## src/rtl/piano_pkg.sv

```systemverilog
// piano_pkg: shared constants for the piano voice path.
// Clock rate, voice count, debounce timing and note pitches.
package piano_pkg;

  localparam int unsigned CLK_HZ      = 25_000_000;
  localparam int unsigned NUM_VOICES  = 8;
  localparam int unsigned DEBOUNCE_MS = 10;
  localparam int unsigned DEBOUNCE_CYCLES =
    CLK_HZ / 1000 * DEBOUNCE_MS;

  localparam int unsigned NOTE_A4_HZ = 440;
  localparam int unsigned NOTE_B4_HZ = 494;
  localparam int unsigned NOTE_C5_HZ = 523;
  localparam int unsigned NOTE_D5_HZ = 587;
  localparam int unsigned NOTE_E5_HZ = 659;
  localparam int unsigned NOTE_F5_HZ = 698;
  localparam int unsigned NOTE_G5_HZ = 784;
  localparam int unsigned NOTE_A5_HZ = 880;

  typedef enum logic [1:0] {
    MIX_CLEAR = 2'd0,
    MIX_FIRE  = 2'd1,
    MIX_ACCUM = 2'd2
  } mix_op_e;

  // Clock cycles per half period of a square wave at hz.
  function automatic int unsigned half_period(
    input int unsigned hz
  );
    return CLK_HZ / (2 * hz);
  endfunction

endpackage

```

## src/rtl/key_debounce.sv

```systemverilog
// key_debounce: 2-flop sync + stability counter for one key.
// Ports: clk, rst_n, key_i (raw), active_o (state), toggle_o.
module key_debounce #(
  parameter int DEBOUNCE_CYCLES = piano_pkg::DEBOUNCE_CYCLES
) (
  input  logic clk,
  input  logic rst_n,
  input  logic key_i,
  output logic active_o,
  output logic toggle_o
);

  localparam int CW =
    (DEBOUNCE_CYCLES > 1) ? $clog2(DEBOUNCE_CYCLES) : 1;
  localparam logic [CW-1:0] LAST = CW'(DEBOUNCE_CYCLES - 1);

  logic [1:0]    sync_q;
  logic          key_s;
  logic [CW-1:0] cnt_q;
  logic [CW-1:0] cnt_d;
  logic          active_q;
  logic          active_d;
  logic          differ;
  logic          hit;

  assign key_s = sync_q[1];

  always_comb begin
    differ   = key_s ^ active_q;
    hit      = differ & (cnt_q == LAST);
    cnt_d    = cnt_q + CW'(1);
    // Any agreement (including a bounce back) restarts the count.
    if (!differ || hit) cnt_d = '0;
    active_d = active_q ^ hit;
  end

  always_ff @(posedge clk or negedge rst_n) begin
    if (!rst_n) begin
      sync_q   <= '0;
      cnt_q    <= '0;
      active_q <= 1'b0;
    end else begin
      sync_q   <= {sync_q[0], key_i};
      cnt_q    <= cnt_d;
      active_q <= active_d;
    end
  end

  assign active_o = active_q;
  assign toggle_o = hit;

endmodule

```

## src/rtl/piano_voice_mixer.sv

```systemverilog
// piano_voice_mixer: debounced keys gate note tones into a 1-bit
// sigma-delta mix. Ports: clk, rst_n, keys, tones -> speaker, active, voice_count.
module piano_voice_mixer #(
  parameter int NUM_VOICES      = piano_pkg::NUM_VOICES,
  parameter int DEBOUNCE_CYCLES = piano_pkg::DEBOUNCE_CYCLES
) (
  input  logic                          clk,
  input  logic                          rst_n,
  input  logic [NUM_VOICES-1:0]         keys,
  input  logic [NUM_VOICES-1:0]         tones,
  output logic                          speaker,
  output logic [NUM_VOICES-1:0]         active,
  output logic [$clog2(NUM_VOICES+1)-1:0] voice_count
);

  import piano_pkg::*;

  localparam int CW = $clog2(NUM_VOICES + 1);
  localparam int AW = $clog2(NUM_VOICES) + 1;

  logic [NUM_VOICES-1:0] tones_s1_q;
  logic [NUM_VOICES-1:0] tones_s_q;
  logic [NUM_VOICES-1:0] toggle;

  logic [CW-1:0] vc;
  logic [CW-1:0] smp;
  logic [AW:0]   sum;
  logic [AW:0]   vc_ext;

  mix_op_e       op;
  logic [AW-1:0] acc_q;
  logic [AW-1:0] acc_d;
  logic          spk_q;
  logic          spk_d;

  for (genvar i = 0; i < NUM_VOICES; i++) begin : g_key
    key_debounce #(
      .DEBOUNCE_CYCLES(DEBOUNCE_CYCLES)
    ) u_db (
      .clk      (clk),
      .rst_n    (rst_n),
      .key_i    (keys[i]),
      .active_o (active[i]),
      .toggle_o (toggle[i])
    );
  end

  always_ff @(posedge clk or negedge rst_n) begin
    if (!rst_n) begin
      tones_s1_q <= '0;
      tones_s_q  <= '0;
    end else begin
      tones_s1_q <= tones;
      tones_s_q  <= tones_s1_q;
    end
  end

  always_comb begin
    vc  = '0;
    smp = '0;
    for (int i = 0; i < NUM_VOICES; i++) begin
      vc  = vc + CW'(active[i]);
      smp = smp + CW'(active[i] & tones_s_q[i]);
    end
  end

  assign voice_count = vc;

  // sum < 2*voice_count, so one extra bit is plenty.
  assign sum    = (AW+1)'(acc_q) + (AW+1)'(smp);
  assign vc_ext = (AW+1)'(vc);

  // Clearing on any active change restarts the phase cleanly
  // for the new voice count.
  always_comb begin
    op = MIX_ACCUM;
    priority case (1'b1)
      (vc == '0):      op = MIX_CLEAR;
      (|toggle):       op = MIX_CLEAR;
      (sum >= vc_ext): op = MIX_FIRE;
      default:         op = MIX_ACCUM;
    endcase
  end

  always_comb begin
    acc_d = AW'(sum);
    spk_d = 1'b0;
    unique case (op)
      MIX_CLEAR: begin
        acc_d = '0;
        spk_d = 1'b0;
      end
      MIX_FIRE: begin
        acc_d = AW'(sum - vc_ext);
        spk_d = 1'b1;
      end
      default: begin
        acc_d = AW'(sum);
        spk_d = 1'b0;
      end
    endcase
  end

  always_ff @(posedge clk or negedge rst_n) begin
    if (!rst_n) begin
      acc_q <= '0;
      spk_q <= 1'b0;
    end else begin
      acc_q <= acc_d;
      spk_q <= spk_d;
    end
  end

  assign speaker = spk_q;

endmodule

```

## config.mk

```make
export PLATFORM = sky130hd
export DESIGN_NAME = piano_voice_mixer
export DESIGN_NICKNAME = d
export VERILOG_FILES = /design/src/rtl/piano_pkg.sv /design/src/rtl/key_debounce.sv /design/src/rtl/piano_voice_mixer.sv
export SDC_FILE = /design/constraint.sdc
export NUM_CORES = 1
export LEC_CHECK = 0
export ABC_CLOCK_PERIOD_IN_PS = 10700
export CORE_ASPECT_RATIO = 2
export CORE_UTILIZATION = 45
export DETAILED_ROUTE_END_ITERATION = 7
export GPL_TIMING_DRIVEN = 0
export PLACE_DENSITY = 0.73
export SLEW_MARGIN = 20
export SYNTH_ARGS = -nofsm -noshare
export SYNTH_HDL_FRONTEND = slang
export SYNTH_SLANG_ARGS = --single-unit
```

## constraint.sdc

```tcl
create_clock -name clk -period 10.7 [get_ports clk]
set_input_delay 2.14 -clock clk [delete_from_list [all_inputs] [get_ports clk]]
set_output_delay 2.14 -clock clk [all_outputs]
set_load 0.05 [all_outputs]
```

# After elaboration in Yosys (flattened, before gate mapping)
# Cells that the tools add are included.
[totals] ff_bits=189 elab_cells=126
[classes] add_sub_neg=24 magnitude_cmp=1 n_eq_ne=9 mux=13 bitwise=32 n_reduce_logical=19
[ops] operator="18-bit by 1-bit adder with 18-bit output (second input constant)" n=8
[ops] operator="18-bit == test (second input constant)" n=8
[ops] operator="18-bit two-way mux" n=8
[ops] operator="4-bit by 1-bit adder with 4-bit output" n=8
[ops] operator="1-bit AND" n=16
[ops] operator="1-bit bitwise XOR" n=16
[ops] operator="3-bit by 1-bit adder with 4-bit output" n=2
[ops] operator="1-bit zero test" n=8
[ops] operator="1-bit logical OR" n=8
[ops] operator="4-bit case mux with 2 select lines" n=1
[ops] operator="8-bit OR reduction" n=1
[ops] operator="2-bit by 1-bit adder with 3-bit output" n=2
[ops] operator="2-bit two-way mux" n=3
[ops] operator="4-bit by 4-bit adder with 5-bit output" n=1
[ops] operator="5-bit by 4-bit greater-or-equal comparator with 1-bit output" n=1
[ops] operator="1-bit by 1-bit adder with 2-bit output" n=2
[ops] operator="4-bit zero test" n=1
[ops] operator="4-bit subtractor" n=1
[ops] operator="2-bit by 1-bit == test with 1-bit output (second input constant)" n=1
[ops] operator="2-bit zero test" n=1
[ops] operator="1-bit two-way mux" n=1

# Depth between registers and ports, before layout
[logic_depth] depth_word=15 ltp_mapped=15 depth_no_buf=15

# Modules after synthesis
# A second synthesis with hierarchy kept.
[hier_totals] hier_cells=879 area_unflattened_um2=9240.1
[modules_own_cells] module="key_debounce" n_inst=8 cells_per_inst=96 area_per_inst_um2=997.2 seq_area_each_um2=525.5
[modules_own_cells] module="piano_voice_mixer" n_inst=1 cells_per_inst=111 area_per_inst_um2=1262.5 seq_area_each_um2=525.5

# Worst setup path before layout
# OpenSTA, ideal clock, no wires.
[synth_timing] path_kind="register to output" from="register (tool-made name)" to="output port voice_count[2]" arrival_ns=3.061 slack_ns=5.499 stages_incl_launch_ff=10 path_cell_list="dfrtp_1 fa_1 inv_1 fa_1 fa_1 inv_1 ha_1 fa_1 xnor2_2 inv_1"
[synth_lines] item="end, declared" line="piano_voice_mixer.sv:13" source="output logic [$clog2(NUM_VOICES+1)-1:0] voice_count"

==> qor.txt <==
Outcome = complete, no violations
Max-cap viol count = 0
Post-CTS Setup Repair Bufs = 0
Post-CTS sizing = 0
Setup crit end kind = primary output
Port Buffers = 30
Final Hold Fails = 0
Routed len/inst = 14.0 um
Die Area = 0.0205 mm^2
Flop pwr share = 0.523
Power per Cell Area = 138 mW/mm^2
Maximum fanout along the worst path = 5
Metal2 WL = 9050 um
Sequential area share after synthesis = 0.529
Worst Skew = 8.65 ps
DRT iter0 DRCs = 290
Grt total ovfl = 0
Design Power = 1.41 mW
CTS Hold Bufs = 0
Number of synthesized flops with an enable pin = 0
Final min period = 6400 ps
Slew of the pin with the lowest slew margin = 775 ps
Post-place setup slack = 4730 ps
Final wirelength = 16,500 um
Routed length on met1 = 6550 um
Yosys warns = 0
Vias per inst = 5.07
Num CTS Buffers = 17
Worst vdd ir = 0.0000888 V
Period utilization = 0.598
Post-Layout Cell Count = 1,179
FF+latch count, synth = 189
CTS root buffer = clkbuf_16
Clock Latency Late Sink = 430 ps
CTS clock-pin slew for the worst setup and hold paths = 70 ps
Leak = 4.55 nW
Syn_nets = 906
Antenna fix cells = 0
Nets@finish = 956
Final ANT Viol Nets = 0
DRC = 0
Startpoint types = flop
CTS tree = done
Post-synth top flop = dfrtp_1
Wire length of the first global-routing pass = 28,500 um
Antenna violations before repair = 0
Die X = 102 um
Pre-antenna DRT Iters = 4
Internal power = 1.08 mW
Core Region = 0.0194 mm^2
CP Class = reg -> out
Dpl cells = 1,147
Max-slew violations = 0
DP HPWL = 12,000 um
HP Class = reg -> reg
Switching Fraction = 0.230
Synth Instances = 857
Fraction of layout cells with a size suffix above 1 = 0.0717
CTS Sinks = 189
Logic pwr share = 0.034
Mean area per synthesized cell = 10.4 um^2
Ys async rst share = 1.00
GRT Util Overall = 0.177
Arrival time at the worst endpoint = 4260 ps
# rows = 72
Vias in the first global route = 6,304
Met3 wire len = 391 um
CTS max path bufs = 2
Mapped Area = 0.00894 mm^2
IO Pins = 31
H-tree Lvls = 4
Clock share of power = 0.443
Routed vias = 5,978
Hold Slack = 351 ps
Fmax = 156 MHz
Netlist cell types = 46
Synthesis-to-finish area growth = 13.9%
GP Congestion = 0.819
Setup ws final = 4300 ps
Die height = 201 um
CP required = 8560 ps
Slew headroom = 0.478
RSZ-0062 raised after global routing = false
Final setup violation count = 0
Setup TNS = 0 ps
Uppermost routed layer = met4
Largest net degree at the start of global routing = 100
Initial Utilization = 0.461
Psw = 0.323 mW
## stage by stage
stage                      util  cell area, um^2
after global routing      0.526            10200
final                     0.526            10200
after CTS                 0.526            10200
after detailed placement  0.495             9590
after global placement    0.494             9560
after floorplan               -             8940
## final timing paths
| kind | slack, ps | depth (start not counted) | to | from |
|---|---|---|---|---|
| setup / recovery | 4300 | 10 | voice_count[2] | flop |
| hold / removal | 350 | 0 | tones_s_q[4] | tones_s1_q[4] |
| setup reg to reg | 5680 | 15 | acc_q[1] | flop |
| hold reg to reg | 350 | 0 | tones_s_q[4] | tones_s1_q[4] |
| max in group asynchronous | 8100 | 2 | g_key[5].u_db.cnt_q[10] | rst_n |
| min in group asynchronous | 1690 | 1 | g_key[4].u_db.cnt_q[10] | rst_n |
## layout make-up
cell class	count	area (um^2)
fill	1752	9190
sequential	189	4730
multi-input combinational	606	3920
clock buffer	19	453
timing repair buffer	31	333
tap	259	324
buffer	26	153
inverter	36	135
clock inverter	13	131
## per-layer routing
| metal | track usage | vias to the layer above |
|---|---|---|
| met5 | 0 | - |
| met4 | 0.0880 | 0 |
| met3 | 0.0278 | 33 |
| met2 | 0.319 | 79 |
| met1 | 0.196 | 2947 |
| li1 | - | 2919 |
## power by group through the flow
stage	clock [mW]	sequential, mW	combinational (mW)
floorplan	0	0.747	0.0222
global placement	0	0.749	0.0473
detailed placement	0	0.749	0.0497
CTS	0.638	0.735	0.0500
global route	0.669	0.737	0.0560
finish	0.624	0.735	0.0478
## state kept, by name (all words and copies together) (netlist names), named ones only
register / count
g_key.u_db.cnt_q: 144
tones_s_q: 8
g_key.u_db.sync_q: 16
speaker: 1
acc_q: 4
tones_s1_q: 8
## critical path, stage by stage (launching register included)
cell and delay, ps:
dfrtp_1 490, fa_1 560, inv_1 50, fa_1 450, fa_1 490, inv_1 40, ha_1 200, fa_1 420
xnor2_2 300, inv_1 120, clkdlybuf4s50_1 720
## cells in the final DEF (no fill, tap or decap), drive strengths merged, types with 4 or more instances in the layout
cell type and count:
and2 10, nor4b 12, xnor2 71, a21oi 6, or2 8, clkinv 5
ha 21, buf 19, or3 6, fa 10, and3 44, clkdlybuf4s50 29
mux2 4, nor4 6, nand2 36, nand4 16, nor2 174, nor3 6
nand3 69, dfrtp 189, o21ai 8, inv 41, clkbuf 28, xor2 71
## synthesized netlist by cell type, types with 7 or more instances
master / instances / area share
and2_1: 10 / 0.0070
and3_1: 44 / 0.031
buf_4: 11 / 0.0092
clkbuf_1: 9 / 0.0038
dfrtp_1: 189 / 0.53
fa_1: 10 / 0.022
ha_1: 21 / 0.029
inv_1: 36 / 0.015
nand2_1: 36 / 0.015
nand3_1: 69 / 0.039
nand4_1: 16 / 0.011
nor2_1: 174 / 0.073
nor4b_1: 12 / 0.012
o21ai_0: 7 / 0.0039
xnor2_1: 70 / 0.069
xor2_1: 71 / 0.070
## cells by family after synthesis
group,share of synthesized area
xor+xnor,0.140
fa+ha+maj,0.0518
flops,0.529
mux,0.00616
buf+inv,0.0322
compound gates,0.0188
simple gates,0.222
Note: power is estimated with default switching activity, not from simulation.
